==> config.mk <==
export PLATFORM = sky130hd
export DESIGN_NAME = irq_stim_dev_flat
export DESIGN_NICKNAME = d
export VERILOG_FILES = /design/src/rtl/irq_stim_dev_pkg.sv /design/src/rtl/irq_stim_dev_if.sv /design/src/rtl/irq_stim_dev_down_counter.sv /design/src/rtl/irq_stim_dev.sv /design/src/flat_wrapper.sv
export SDC_FILE = /design/constraint.sdc
export NUM_CORES = 1
export LEC_CHECK = 0
export ABC_AREA = 1
export BUFFER_PORTS_ARGS = -buffer_cell sky130_fd_sc_hd__buf_2
export CAP_MARGIN = 5
export CORE_MARGIN = 3
export CORE_UTILIZATION = 55
export CTS_CLUSTER_SIZE = 25
export DETAILED_ROUTE_END_ITERATION = 16
export PLACE_DENSITY = 0.81
export SYNTH_ARGS = -nofsm -noshare
export SYNTH_HDL_FRONTEND = slang
export SYNTH_SLANG_ARGS = --single-unit
==> constraint.sdc <==
create_clock -name clk -period 3.7 [get_ports clk]
set_input_delay 1.11 -clock clk [delete_from_list [all_inputs] [get_ports clk]]
set_output_delay 1.11 -clock clk [all_outputs]
set_load 0.05 [all_outputs]
==> src/rtl/irq_stim_dev_pkg.sv <==
// Shared definitions for the interrupt stimulus peripheral: register offsets,
// mode and state encodings, and the default window base.
package irq_stim_pkg;

    localparam logic [31:0] ADDR_BASE_DEFAULT = 32'h0000_7F20;

    localparam logic [3:0] OFF_ACK   = 4'h0;
    localparam logic [3:0] OFF_CTRL  = 4'h4;
    localparam logic [3:0] OFF_LOAD  = 4'h8;
    localparam logic [3:0] OFF_COUNT = 4'hC;

    typedef enum logic [1:0] {
        MODE_OFF      = 2'd0,
        MODE_ONESHOT  = 2'd1,
        MODE_PERIODIC = 2'd2,
        MODE_PCMATCH  = 2'd3
    } mode_e;

    typedef enum logic [1:0] {
        IDLE    = 2'd0,
        ARMED   = 2'd1,
        PENDING = 2'd2
    } state_e;

endpackage

==> src/rtl/irq_stim_dev_if.sv <==
// CPU data-bus slice seen by the interrupt stimulus peripheral.
interface irq_stim_dev_if;
    logic [31:0] m_data_addr;
    logic [31:0] m_data_wdata;
    logic [3:0]  m_data_byteen;
    logic [31:0] dev_rdata;
    logic        dev_hit;

    modport master (
        output m_data_addr,
        output m_data_wdata,
        output m_data_byteen,
        input  dev_rdata,
        input  dev_hit
    );

    modport slave (
        input  m_data_addr,
        input  m_data_wdata,
        input  m_data_byteen,
        output dev_rdata,
        output dev_hit
    );
endinterface

==> src/rtl/irq_stim_dev_down_counter.sv <==
// Loadable down counter that saturates at zero; expire flags the edge on
// which a running count steps from 1 to 0.
module irq_down_counter #(
    parameter int CNT_W = 32
) (
    input  logic             clk,
    input  logic             reset,
    input  logic             load,
    input  logic [CNT_W-1:0] load_val,
    input  logic             run,
    output logic [CNT_W-1:0] count,
    output logic             expire
);

    logic [CNT_W-1:0] count_reg;

    always_ff @(posedge clk or negedge reset) begin
        if (!reset) begin
            count_reg <= '0;
        end else if (load) begin
            count_reg <= load_val;
        end else if (run && (count_reg != '0)) begin
            count_reg <= count_reg - CNT_W'(1);
        end
    end

    assign count  = count_reg;
    // Independent of load so the parent can reload on the same edge it sees expire.
    assign expire = run && (count_reg == CNT_W'(1));

endmodule

==> src/rtl/irq_stim_dev.sv <==
// Memory-mapped interrupt source: fires after a delay, periodically, or on a
// PC match, and holds the interrupt line until the CPU stores to ACK.
module irq_stim_dev
    import irq_stim_pkg::*;
#(
    parameter logic [31:0] ADDR_BASE = ADDR_BASE_DEFAULT,
    parameter int          CNT_W     = 32
) (
    input  logic               clk,
    input  logic               reset,
    irq_stim_dev_if.slave      bus,
    input  logic [31:0]        macroscopic_pc,
    output logic               interrupt
);

    state_e           state_reg;
    mode_e            mode_reg;
    logic             enable_reg;
    logic [CNT_W-1:0] load_reg;
    logic             interrupt_reg;
    logic             overrun_reg;

    logic [CNT_W-1:0] count;
    logic             cnt_expire;
    logic             cnt_load;
    logic [CNT_W-1:0] cnt_load_val;
    logic             cnt_run;

    logic [3:0]  reg_off;
    logic        hit;
    logic        wr_en;
    logic        wr_ack;
    logic        wr_ctrl;
    logic        wr_load;
    logic [31:0] reg_val;
    logic [31:0] merged;
    logic [31:0] load_ext;
    logic [31:0] count_ext;
    logic [CNT_W-1:0] reload_val;
    logic        ctrl_en_next;
    mode_e       ctrl_mode_next;
    logic        ctrl_arms;
    logic        count_mode;
    logic        pc_match;
    logic        fire;
    logic        unused_addr_bits;

    assign unused_addr_bits = ^bus.m_data_addr[1:0];

    assign reg_off = {bus.m_data_addr[3:2], 2'b00};
    assign hit     = (bus.m_data_addr[31:4] == ADDR_BASE[31:4]);
    assign wr_en   = hit && (bus.m_data_byteen != 4'b0000);
    assign wr_ack  = wr_en && (reg_off == OFF_ACK);
    assign wr_ctrl = wr_en && (reg_off == OFF_CTRL);
    assign wr_load = wr_en && (reg_off == OFF_LOAD);

    assign load_ext  = 32'(load_reg);
    assign count_ext = 32'(count);

    always_comb begin
        reg_val = '0;
        case (reg_off)
            OFF_ACK:   reg_val = {30'b0, overrun_reg, interrupt_reg};
            OFF_CTRL:  reg_val = {29'b0, mode_reg, enable_reg};
            OFF_LOAD:  reg_val = load_ext;
            OFF_COUNT: reg_val = count_ext;
            default:   reg_val = '0;
        endcase
    end

    assign bus.dev_rdata = hit ? reg_val : 32'h0;
    assign bus.dev_hit   = hit;

    // Unselected byte lanes keep the addressed register's current contents.
    genvar gi;
    generate
        for (gi = 0; gi < 4; gi++) begin : g_merge
            assign merged[gi*8 +: 8] = bus.m_data_byteen[gi] ? bus.m_data_wdata[gi*8 +: 8]
                                                             : reg_val[gi*8 +: 8];
        end
    endgenerate

    assign ctrl_en_next   = merged[0];
    assign ctrl_mode_next = mode_e'(merged[2:1]);
    assign ctrl_arms      = ctrl_en_next && (ctrl_mode_next != MODE_OFF);

    assign reload_val = (load_reg == '0) ? CNT_W'(1) : load_reg;
    assign count_mode = (mode_reg == MODE_ONESHOT) || (mode_reg == MODE_PERIODIC);
    assign pc_match   = ((macroscopic_pc & ~32'h3) == (load_ext & ~32'h3));

    // A CTRL write restarts the machine, so it suppresses any fire on that edge.
    assign fire = (state_reg == ARMED) && !wr_ctrl &&
                  ((count_mode && cnt_expire) || ((mode_reg == MODE_PCMATCH) && pc_match));

    assign cnt_run      = (state_reg == ARMED) && count_mode && !wr_ctrl;
    assign cnt_load     = (wr_ctrl && ctrl_arms) || (fire && (mode_reg == MODE_PERIODIC));
    assign cnt_load_val = (wr_ctrl && (ctrl_mode_next == MODE_PCMATCH)) ? '0 : reload_val;

    irq_down_counter #(
        .CNT_W (CNT_W)
    ) u_counter (
        .clk      (clk),
        .reset    (reset),
        .load     (cnt_load),
        .load_val (cnt_load_val),
        .run      (cnt_run),
        .count    (count),
        .expire   (cnt_expire)
    );

    always_ff @(posedge clk or negedge reset) begin
        if (!reset) begin
            state_reg     <= IDLE;
            mode_reg      <= MODE_OFF;
            enable_reg    <= 1'b0;
            load_reg      <= '0;
            interrupt_reg <= 1'b0;
            overrun_reg   <= 1'b0;
        end else begin
            if (wr_load) begin
                load_reg <= CNT_W'(merged);
            end

            if (wr_ctrl) begin
                enable_reg <= ctrl_en_next;
                mode_reg   <= ctrl_mode_next;
                state_reg  <= ctrl_arms ? ARMED : IDLE;
            end else if (fire && (mode_reg != MODE_PERIODIC)) begin
                enable_reg <= 1'b0;
                state_reg  <= PENDING;
            end else if (wr_ack && (state_reg == PENDING)) begin
                state_reg <= IDLE;
            end

            // Fire beats a same-edge ACK for the line itself.
            if (fire) begin
                interrupt_reg <= 1'b1;
            end else if (wr_ack) begin
                interrupt_reg <= 1'b0;
            end

            if (wr_ack) begin
                overrun_reg <= 1'b0;
            end else if (fire && (mode_reg == MODE_PERIODIC) && interrupt_reg) begin
                overrun_reg <= 1'b1;
            end
        end
    end

    assign interrupt = interrupt_reg;

endmodule

==> src/flat_wrapper.sv <==
// flat-port wrapper written by rule: the top's interface ports become plain ports
module irq_stim_dev_flat import irq_stim_pkg::*;
#(
    parameter logic [31:0] ADDR_BASE = ADDR_BASE_DEFAULT,
    parameter int          CNT_W     = 32
)
  (clk, reset, macroscopic_pc, interrupt, bus_m_data_addr, bus_m_data_wdata, bus_m_data_byteen, bus_dev_rdata, bus_dev_hit);
  irq_stim_dev_if bus_i ();
  input  logic clk;
  input  logic reset;
  input  logic [31:0] macroscopic_pc;
  output logic interrupt;
  input wire logic [$bits(bus_i.m_data_addr)-1:0] bus_m_data_addr;
  input wire logic [$bits(bus_i.m_data_wdata)-1:0] bus_m_data_wdata;
  input wire logic [$bits(bus_i.m_data_byteen)-1:0] bus_m_data_byteen;
  output wire logic [$bits(bus_i.dev_rdata)-1:0] bus_dev_rdata;
  output wire logic [$bits(bus_i.dev_hit)-1:0] bus_dev_hit;
  assign bus_i.m_data_addr = bus_m_data_addr;
  assign bus_i.m_data_wdata = bus_m_data_wdata;
  assign bus_i.m_data_byteen = bus_m_data_byteen;
  assign bus_dev_rdata = bus_i.dev_rdata;
  assign bus_dev_hit = bus_i.dev_hit;
  irq_stim_dev #(.ADDR_BASE(ADDR_BASE), .CNT_W(CNT_W)) u_core (.clk(clk), .reset(reset), .bus(bus_i), .macroscopic_pc(macroscopic_pc), .interrupt(interrupt));
endmodule
==> results of run 1 <==
==> path summary, 6_finish.rpt <==
path / from / to / slack (ns) / depth (start not counted)
max in group asynchronous: reset / u_core.u_counter.count[31] / 1.98 / 2
setup reg to reg: u_core.mode_reg[1] / u_core.u_counter.count[5] / 1.23 / 14
setup / recovery: bus_m_data_addr[3] / bus_dev_rdata[6] / 0.13 / 9
hold reg to reg: u_core.u_counter.count[31] / u_core.u_counter.count[31] / 0.49 / 2
hold / removal: u_core.u_counter.count[31] / u_core.u_counter.count[31] / 0.49 / 2
min in group asynchronous: reset / u_core.overrun_reg / 0.91 / 1
==> kinds of logic after synthesis <==
logic type      Yosys count  synth area share
compound gates          116             0.107
xor+xnor                 25            0.0363
fa+ha+maj                 5            0.0104
buf+inv                 205             0.136
flops                    71             0.295
simple gates            602             0.415
==> layout by cell type, fill, tap and decap left out, types with 2 or more instances in the layout <==
cell,n
ha_1,5
o211ai_1,6
clkbuf_8,10
nor4_1,8
o21ai_1,5
nor2_4,3
inv_2,10
o21ai_0,70
buf_12,3
nor3_1,11
nor2_2,33
inv_1,159
xnor2_1,6
a21oi_1,5
nor2_1,111
nand3_2,3
buf_2,131
nand3b_1,4
xor2_1,19
o22ai_1,26
bufinv_16,2
buf_4,17
dfrtp_1,71
nand4_1,22
nand3_1,57
nand2_1,347
==> area by class of cell <==
class / instances / area (um2) / share of cell area
Timing Repair Buffer: 151 / 843 / 0.118
Clock buffer: 10 / 138 / 0.0192
Tap cell: 136 / 170 / 0.0238
Clock inverter: 5 / 81.3 / 0.0114
Sequential cell: 71 / 1780 / 0.248
Inverter: 170 / 638 / 0.0891
Multi-Input combinational cell: 748 / 3510 / 0.491
==> through the flow <==
| stage | std cells | util | TNS [ns] | power (uW) | cell area (um2) |
|---|---|---|---|---|---|
| 3_5_place_dp | 1276 | 0.661 | 0 | 957 | 6940 |
| 4_1_cts | 1291 | 0.681 | 0 | 1670 | 7160 |
| 2_1_floorplan | 1024 | - | -4.38 | 858 | 6110 |
| 3_3_place_gp | 1276 | 0.661 | 0 | 955 | 6940 |
| 5_1_grt | 1291 | 0.681 | 0 | 1720 | 7160 |
| 6_report | 1291 | 0.681 | 0 | 1660 | 7160 |
==> Yosys cell counts, drive strengths merged, types with 4 or more instances <==
| library cell | number |
|---|---|
| xnor2 | 6 |
| clkbuf | 19 |
| nand3 | 61 |
| inv | 169 |
| xor2 | 19 |
| ha | 5 |
| nor2 | 147 |
| nand2 | 348 |
| o21ai | 76 |
| nand4 | 22 |
| a21oi | 5 |
| o211ai | 7 |
| nand3b | 4 |
| o22ai | 26 |
| buf | 16 |
| nor4 | 8 |
| nor3 | 11 |
| dfrtp | 71 |
==> layer usage <==
layer | wire length (um) | vias to the layer above | part of all wire
li1 | - | 3440 | -
met1 | 8380 | 2998 | 0.44
met2 | 8170 | 327 | 0.43
met3 | 1900 | 42 | 0.10
met4 | 469 | 0 | 0.025
met5 | 0 | - | 0
==> worst max-delay path: stages <==
cell      delay, ns
buf_2          0.13
inv_2          0.05
nor2_2         0.10
clkinv_1       0.12
buf_12         0.18
o22ai_1        0.28
inv_1          0.13
nor2_2         0.11
buf_2          0.26
==> power groups by stage <==
stage | clock network, uW | logic [uW] | registers [uW]
global route | 760 | 189 | 775
detailed placement | 0 | 167 | 791
finish | 719 | 168 | 775
floorplan | 0 | 67.5 | 791
CTS | 724 | 167 | 775
global placement | 0 | 164 | 791
==> out/summary.txt, run 1 <==
status - completed
clock skew - 0.0155 ns
# IOs - 136
Setup WS post-layout - 0.129 ns
Worst EP arrival - 2.46 ns
Worst-Skew Late Latency - 0.36 ns
site row count - 37
post-cts resize count - 0
Root Driver - clkbuf_8
via count of the first global-routing pass - 6215
Net count, final - 1258
Placeable Area - 0.0105 mm2
ys async rst share - 1.00
grt met3 use - 0.0644
Placer Congestion - 0.994
Hold Slack - 0.492 ns
H-Tree Depth - 3
Worst-path clk slew - 0.07 ns
Final Cycle Share - 0.965
max frequency - 0.280 GHz
top_reg_cell synth - dfrtp_1
P per Cell Area - 232 mW/mm2
Setup WS pre-CTS - 0.166 ns
worst hold path class - reg2reg
Die X-Extent - 111 um
Sw Ratio - 0.252
most used routing layer in global routing - met2
HPWL Detailed - 14.8 mm
DIE AREA - 0.0122 mm2
Yosys top cell area share - 0.295
CTS Buf Count - 9
Setup crit start kind - primary input
CTS tree - done
first-pass GRT wire length - 31.3 mm
WP data required - 2.59 ns
NetSw - 419 uW
sequential area share after synthesis - 0.295
port bufs - 131
Comb power frac - 0.101
Global Route Usage Sum - 0.311
post-CTS setup repair buffer count - 0
Post-Syn Instances - 1024
DR DRC count - 0
Slew headroom - 0.339
RSZ-0062 raised after global routing - no
Syn Area/Cell - 5.88 um2
Ys Warns - 0
Filler cells - 996
initial core utilization - 0.573
Tmin final - 3.57 ns
area leader, netlist - dfrtp_1
cts hold-fix bufs - 0
M1 GR Usage - 0.457
initial antenna violation count - 0
Synth area leaders - dfrtp_1 (29%), nand2_1 (22%), inv_1 (9.9%)
pin count of the biggest net entering global routing - 65
worst vdd ir - 0.171 mV
total grt overflow - 0
fin. max-slew vios - 0
ant diodes - 0
drt total wl - 18.9 mm
met2 Track Usage GR - 0.464
crit path kind - in2out
layout cells sized above 1 - 0.190
DR vias - 6807
worst-margin pin slew - 0.992 ns
static leakage - 0.00382 uW
internal power - 1240 uW
CTS sink count - 71
Cell Area, Synth - 0.00602 mm2
first-pass detailed-route iteration total - 7
Crit Path Max Fanout - 27
final setup vio count - 0
Seq cells post-synth - 71
Clk pwr share - 0.433
Area growth syn-to-layout - 18.9%
Die Y - 111 um
post-synthesis cell type count - 34
Crit. End Element - output pin
Fin. Hold Viols - 0
syn_nets - 1131
sequential share of power - 0.466
WL/cell - 14.6 um
starting DRC count in detailed routing - 632
EDFF count, synth - 0
max_cap viols - 0
Bufs on Longest Clock Path - 2
via/cell ratio - 5.27
ANT nets after route - 0
Power figures use the tool's default switching activity.
==> run 2: changes to the inputs <==
Settings changed: CELL_PAD_IN_SITES_DETAIL_PLACEMENT set to 1, CELL_PAD_IN_SITES_GLOBAL_PLACEMENT set to 1, CORE_UTILIZATION 55 to 40, PLACE_DENSITY 0.81 to unset, PLACE_DENSITY_LB_ADDON set to 0.1.
==> run 2 against run 1 <==
Effect of this change: clock skew fell by 0.0071 ns; die area rose by 35%; count of clock-buffer cells in the layout rose by 1; non-clock buffer count fell by 3; via count rose by 1.8%; critical path depth did not move.
==> out/summary.txt, run 2 (synthesis results as in run 1) <==
status - completed
RSZ-0062 raised after global routing - no
clock skew - 0.00836 ns
Placer Congestion - 0.860
drt total wl - 23.1 mm
Net count, final - 1255
Crit Path Max Fanout - 27
CTS tree - done
starting DRC count in detailed routing - 470
Die X-Extent - 129 um
via/cell ratio - 5.18
Global Route Usage Sum - 0.287
crit path kind - in2out
setup_tns - 0 ns
Bufs on Longest Clock Path - 2
first-pass GRT wire length - 37.0 mm
Setup crit start kind - primary input
final core occ - 0.499
P per Cell Area - 263 mW/mm2
DR DRC count - 0
Hold Slack - 0.511 ns
Root Driver - clkbuf_16
first-pass detailed-route iteration total - 5
static leakage - 0.00385 uW
commonest cells after routing, fill and taps aside - nand2_1 (347), inv_1 (159), buf_2 (129)
Filler cells - 2090
Worst EP arrival - 2.43 ns
max frequency - 0.282 GHz
Die Y - 129 um
pin count of the biggest net entering global routing - 65
Crit. End Element - output pin
WP data required - 2.59 ns
fin. max-slew vios - 0
worst-margin pin slew - 0.649 ns
Worst-path clk slew - 0.06 ns
total grt overflow - 0
DIE AREA - 0.0166 mm2
CTS sink count - 71
Placeable Area - 0.0146 mm2
initial antenna violation count - 0
Slew headroom - 0.564
CTS Buf Count - 9
Fin. Hold Viols - 0
worst hold path class - reg2reg
site row count - 44
ant diodes - 0
ANT nets after route - 0
initial core utilization - 0.411
Setup WS pre-CTS - 0.119 ns
# IOs - 136
DR vias - 6927
worst vdd ir - 0.231 mV
layout cells sized above 1 - 0.188
port bufs - 131
max_cap viols - 0
final setup vio count - 0
via count of the first global-routing pass - 6971
H-Tree Depth - 3
Final Cycle Share - 0.958
WL/cell - 17.3 um
Tmin final - 3.54 ns
Area growth syn-to-layout - 21.3%
commonest non-fill, non-tap cell in the layout - nand2_1
HPWL Detailed - 17.8 mm
Worst-Skew Late Latency - 0.35 ns
Setup WS post-layout - 0.155 ns
[run 2: cell types whose count changed in the layout (fill, tap and decap cells not counted), sizes merged]
cell    before  now
inv        170  169
clkbuf      10   13
buf        151  146
clkinv       2    3
[run 2: worst max-delay path, cell delays in order]
cell,delay (ns)
buf_2,0.12
inv_2,0.05
nor2_2,0.12
clkinv_1,0.12
buf_12,0.18
o21ai_0,0.24
inv_1,0.12
nor2_2,0.11
buf_2,0.26
[run 2: through the flow]
step	total power, uW	area, um2	std cells
after CTS	1940	7300	1337
after global placement	958	6980	1321
after floorplan	858	6110	1024
final	1920	7310	1337
after global routing	1990	7310	1337
after detailed placement	962	6980	1321
[run 2: what timing repair did]
action                     CTS  global route
resized for setup            0             2
hold endpoints to repair     0             0
hold buffers                 0             0
buffers inserted             0             0
setup endpoints to repair    0             2
[run 2: where the power goes]
part,internal (uW),total [uW],switching (uW)
Combinational,71.5,171,99.3
Clock,609,977,368
Sequential,776,776,0.0000357
Total,1460,1920,467
[run 2: cell type report]
class	instances	area, um2	area share
Timing Repair Buffer	148	826	0.113
Tap cell	184	230	0.0315
Inverter	170	638	0.0873
Sequential cell	71	1780	0.243
Multi-Input combinational cell	748	3510	0.481
Clock inverter	5	81.3	0.0111
Clock buffer	11	243	0.0332
[run 2: final timing paths]
path | endpoint | start | cells past startpoint | slack [ns]
worst max-delay path | bus_dev_rdata[11] | bus_m_data_addr[3] | 9 | 0.16
worst min-delay path | u_core.overrun_reg | u_core.overrun_reg | 2 | 0.51
max in group asynchronous | u_core.u_counter.count[19] | reset | 2 | 2.10
worst max register to register | u_core.u_counter.count[5] | u_core.load_ext[26] | 13 | 1.22
worst min register to register | u_core.overrun_reg | u_core.overrun_reg | 2 | 0.51
min in group asynchronous | u_core.state_reg[0] | reset | 1 | 0.74
[run 2: routing by layer]
metal / track usage / share of wire / wire length, um
met2: 0.438 / 0.43 / 10000
met4: 0.0933 / 0.023 / 525
met1: 0.411 / 0.48 / 11000
met5: 0 / 0 / 0
met3: 0.0519 / 0.067 / 1550
==> run 3: changes to the inputs <==
Settings changed: CORE_UTILIZATION 40 to 42, SYNTH_HIERARCHICAL set to 1.
==> run 3 against run 2 <==
Effect of this change: area after synthesis grew 7.5%; utilization grew 2.4 points; die area grew 2.3%; total power shrank 4.3%; sequential share of layout area shrank 1.4 points; non-clock buffer count grew 14; combinational power grew 23%; largest power group unchanged; sequential power is essentially flat; sequential cell count is the same.
==> out/summary.txt, run 3 <==
Syn Area/Cell - 6.14 um2
area of the multi-input gates - 0.00384 mm2
DR vias - 7169
CTS tree - done
NetSw - 476 uW
Worst-path clk slew - 0.05 ns
Fin. Hold Viols - 0
Setup crit start kind - primary input
slowest cell on the critical path - buf_2
Placed Instances - 1367
first-pass detailed-route iteration total - 5
Reg area - 0.00178 mm2
Post-Syn Instances - 1055
commonest non-fill, non-tap cell in the layout - nand2_1
flop-to-flop setup slack - 0.90 ns
area leader, netlist - dfrtp_1
RSZ-0062 raised after global routing - no
ANT nets after route - 0
P per Cell Area - 238 mW/mm2
fin. max-slew vios - 0
DIE AREA - 0.0169 mm2
Ys Warns - 6
worst hold path class - reg2reg
post-CTS setup repair buffer count - 0
Die Y - 130 um
final core occ - 0.523
max frequency - 0.280 GHz
HPWL Detailed - 18.9 mm
CP Cell Sequence - buf_2 -> nor2_2 -> nand2_1 -> buf_4 -> nor3_2 -> nand2_2 -> buf_4 -> nor2_1 -> buf_2
Slew headroom - 0.453
Global Route Usage Sum - 0.282
via count of the first global-routing pass - 7261
DR DRC count - 0
sequential area share after synthesis - 0.274
Tmin final - 3.57 ns
cts hold-fix bufs - 0
via/cell ratio - 5.18
first-pass GRT wire length - 37.5 mm
Net count, final - 1300
post-cts resize count - 0
starting DRC count in detailed routing - 403
Placeable Area - 0.0148 mm2
CTS Buf Count - 9
Die X-Extent - 130 um
Crit. End Element - output pin
EDFF count, synth - 0
syn_nets - 1161
delay of the slowest critical-path stage - 0.29 ns
Seq cells post-synth - 71
# IOs - 136
Worst-Skew Late Latency - 0.35 ns
CTS sink count - 71
Clk pwr share - 0.464
top_reg_cell synth - dfrtp_1
commonest cells after routing, fill and taps aside - nand2_1 (358), inv_1 (158), buf_2 (131)
Placer Congestion - 0.908
internal power - 1360 uW
Root Driver - clkbuf_16
Cell Area, Synth - 0.00648 mm2
Area growth syn-to-layout - 19.6%
worst vdd ir - 0.207 mV
sequential share of power - 0.422
drt total wl - 23.4 mm
Sw Ratio - 0.259
Yosys top cell area share - 0.274
Worst EP arrival - 2.46 ns
max_cap viols - 0
ys async rst share - 1.00
final setup vio count - 0
count leader, synth - nand2_1
WL/cell - 16.9 um
total grt overflow - 0
initial antenna violation count - 1
clock skew - 0.00972 ns
Bufs on Longest Clock Path - 2
Synth top cells by count - nand2_1 (358), inv_1 (158), nor2_1 (123)
initial core utilization - 0.437
port bufs - 131
crit path kind - in2out
status - completed
pin count of the biggest net entering global routing - 47
final std cells w/o fill - 1383
site row count - 44
Filler cells - 2121
post-synthesis cell type count - 39
Comb power frac - 0.114
static leakage - 0.00416 uW
Crit Path Max Fanout - 20
WP data required - 2.59 ns
layout cells sized above 1 - 0.210
Final Cycle Share - 0.966
H-Tree Depth - 3
setup_tns - 0 ns
Synth area leaders - dfrtp_1 (27%), nand2_1 (21%), inv_1 (9.2%)
worst-margin pin slew - 0.821 ns
## run 3: cell type report
| type | instances | share of cell area |
|---|---|---|
| well taps | 184 | 0.0297 |
| multi-input cells | 779 | 0.496 |
| diodes | 1 | 0.000323 |
| clock buffers | 15 | 0.0359 |
| flip-flops and latches | 71 | 0.229 |
| inverters | 171 | 0.0837 |
| repair buffers | 162 | 0.124 |
## run 3: power by group through the flow
stage	clock, uW	sequential, uW	combinational [uW]
finish	855	777	210
global route	900	776	235
CTS	867	777	211
detailed placement	0	791	209
global placement	0	791	204
floorplan	0	791	86.9
## run 3: path summary, 6_finish.rpt
path / startpoint / end / cells after the start
worst max-delay path: bus_m_data_addr[31] / bus_dev_rdata[21] / 9
worst min-delay path: u_core/enable_reg / u_core/enable_reg / 2
worst max register to register: u_core/u_counter/count[18] / u_core/u_counter/count[14] / 14
worst min register to register: u_core/enable_reg / u_core/enable_reg / 2
max in group asynchronous: reset / u_core/u_counter/count[23] / 2
min in group asynchronous: reset / u_core/load_ext[4] / 1
## run 3: logic make-up (layout without fill, tap and decap cells)
kind of cell,count (synthesis),count (layout),share of synthesized area
adders and majority gates,4,4,0.00773
AOI/OAI and AO/OA,130,130,0.121
and+or+nand+nor,633,633,0.448
buffers and inverters,205,348,0.133
xor gates and xnor gates,12,12,0.0162
DFF,71,71,0.274
other,0,1,0
## run 3: per-stage QoR
step	hold slack (ns)	instance area [um2]	total power [uW]	setup slack, ns
floorplan	0.453	6480	878	0.147
global placement	0.494	7460	995	-0.143
detailed placement	0.507	7460	1000	-0.229
CTS	0.519	7730	1850	0.118
global route	0.557	7740	1910	0.00743
finish	0.517	7740	1840	0.126
## run 3: critical path: cells and delay by family
family | cells | cell delay (ns)
buffers and inverters | 4 | 0.73
AND/OR/NAND/NOR | 5 | 0.62
## run 3: layer usage
metal / routed length (um) / global-route usage / vias to the layer above
li1: - / - / 3546
met5: 0 / 0 / -
met2: 10700 / 0.440 / 174
met3: 1200 / 0.0503 / 25
met1: 11100 / 0.406 / 3424
met4: 357 / 0.0703 / 0
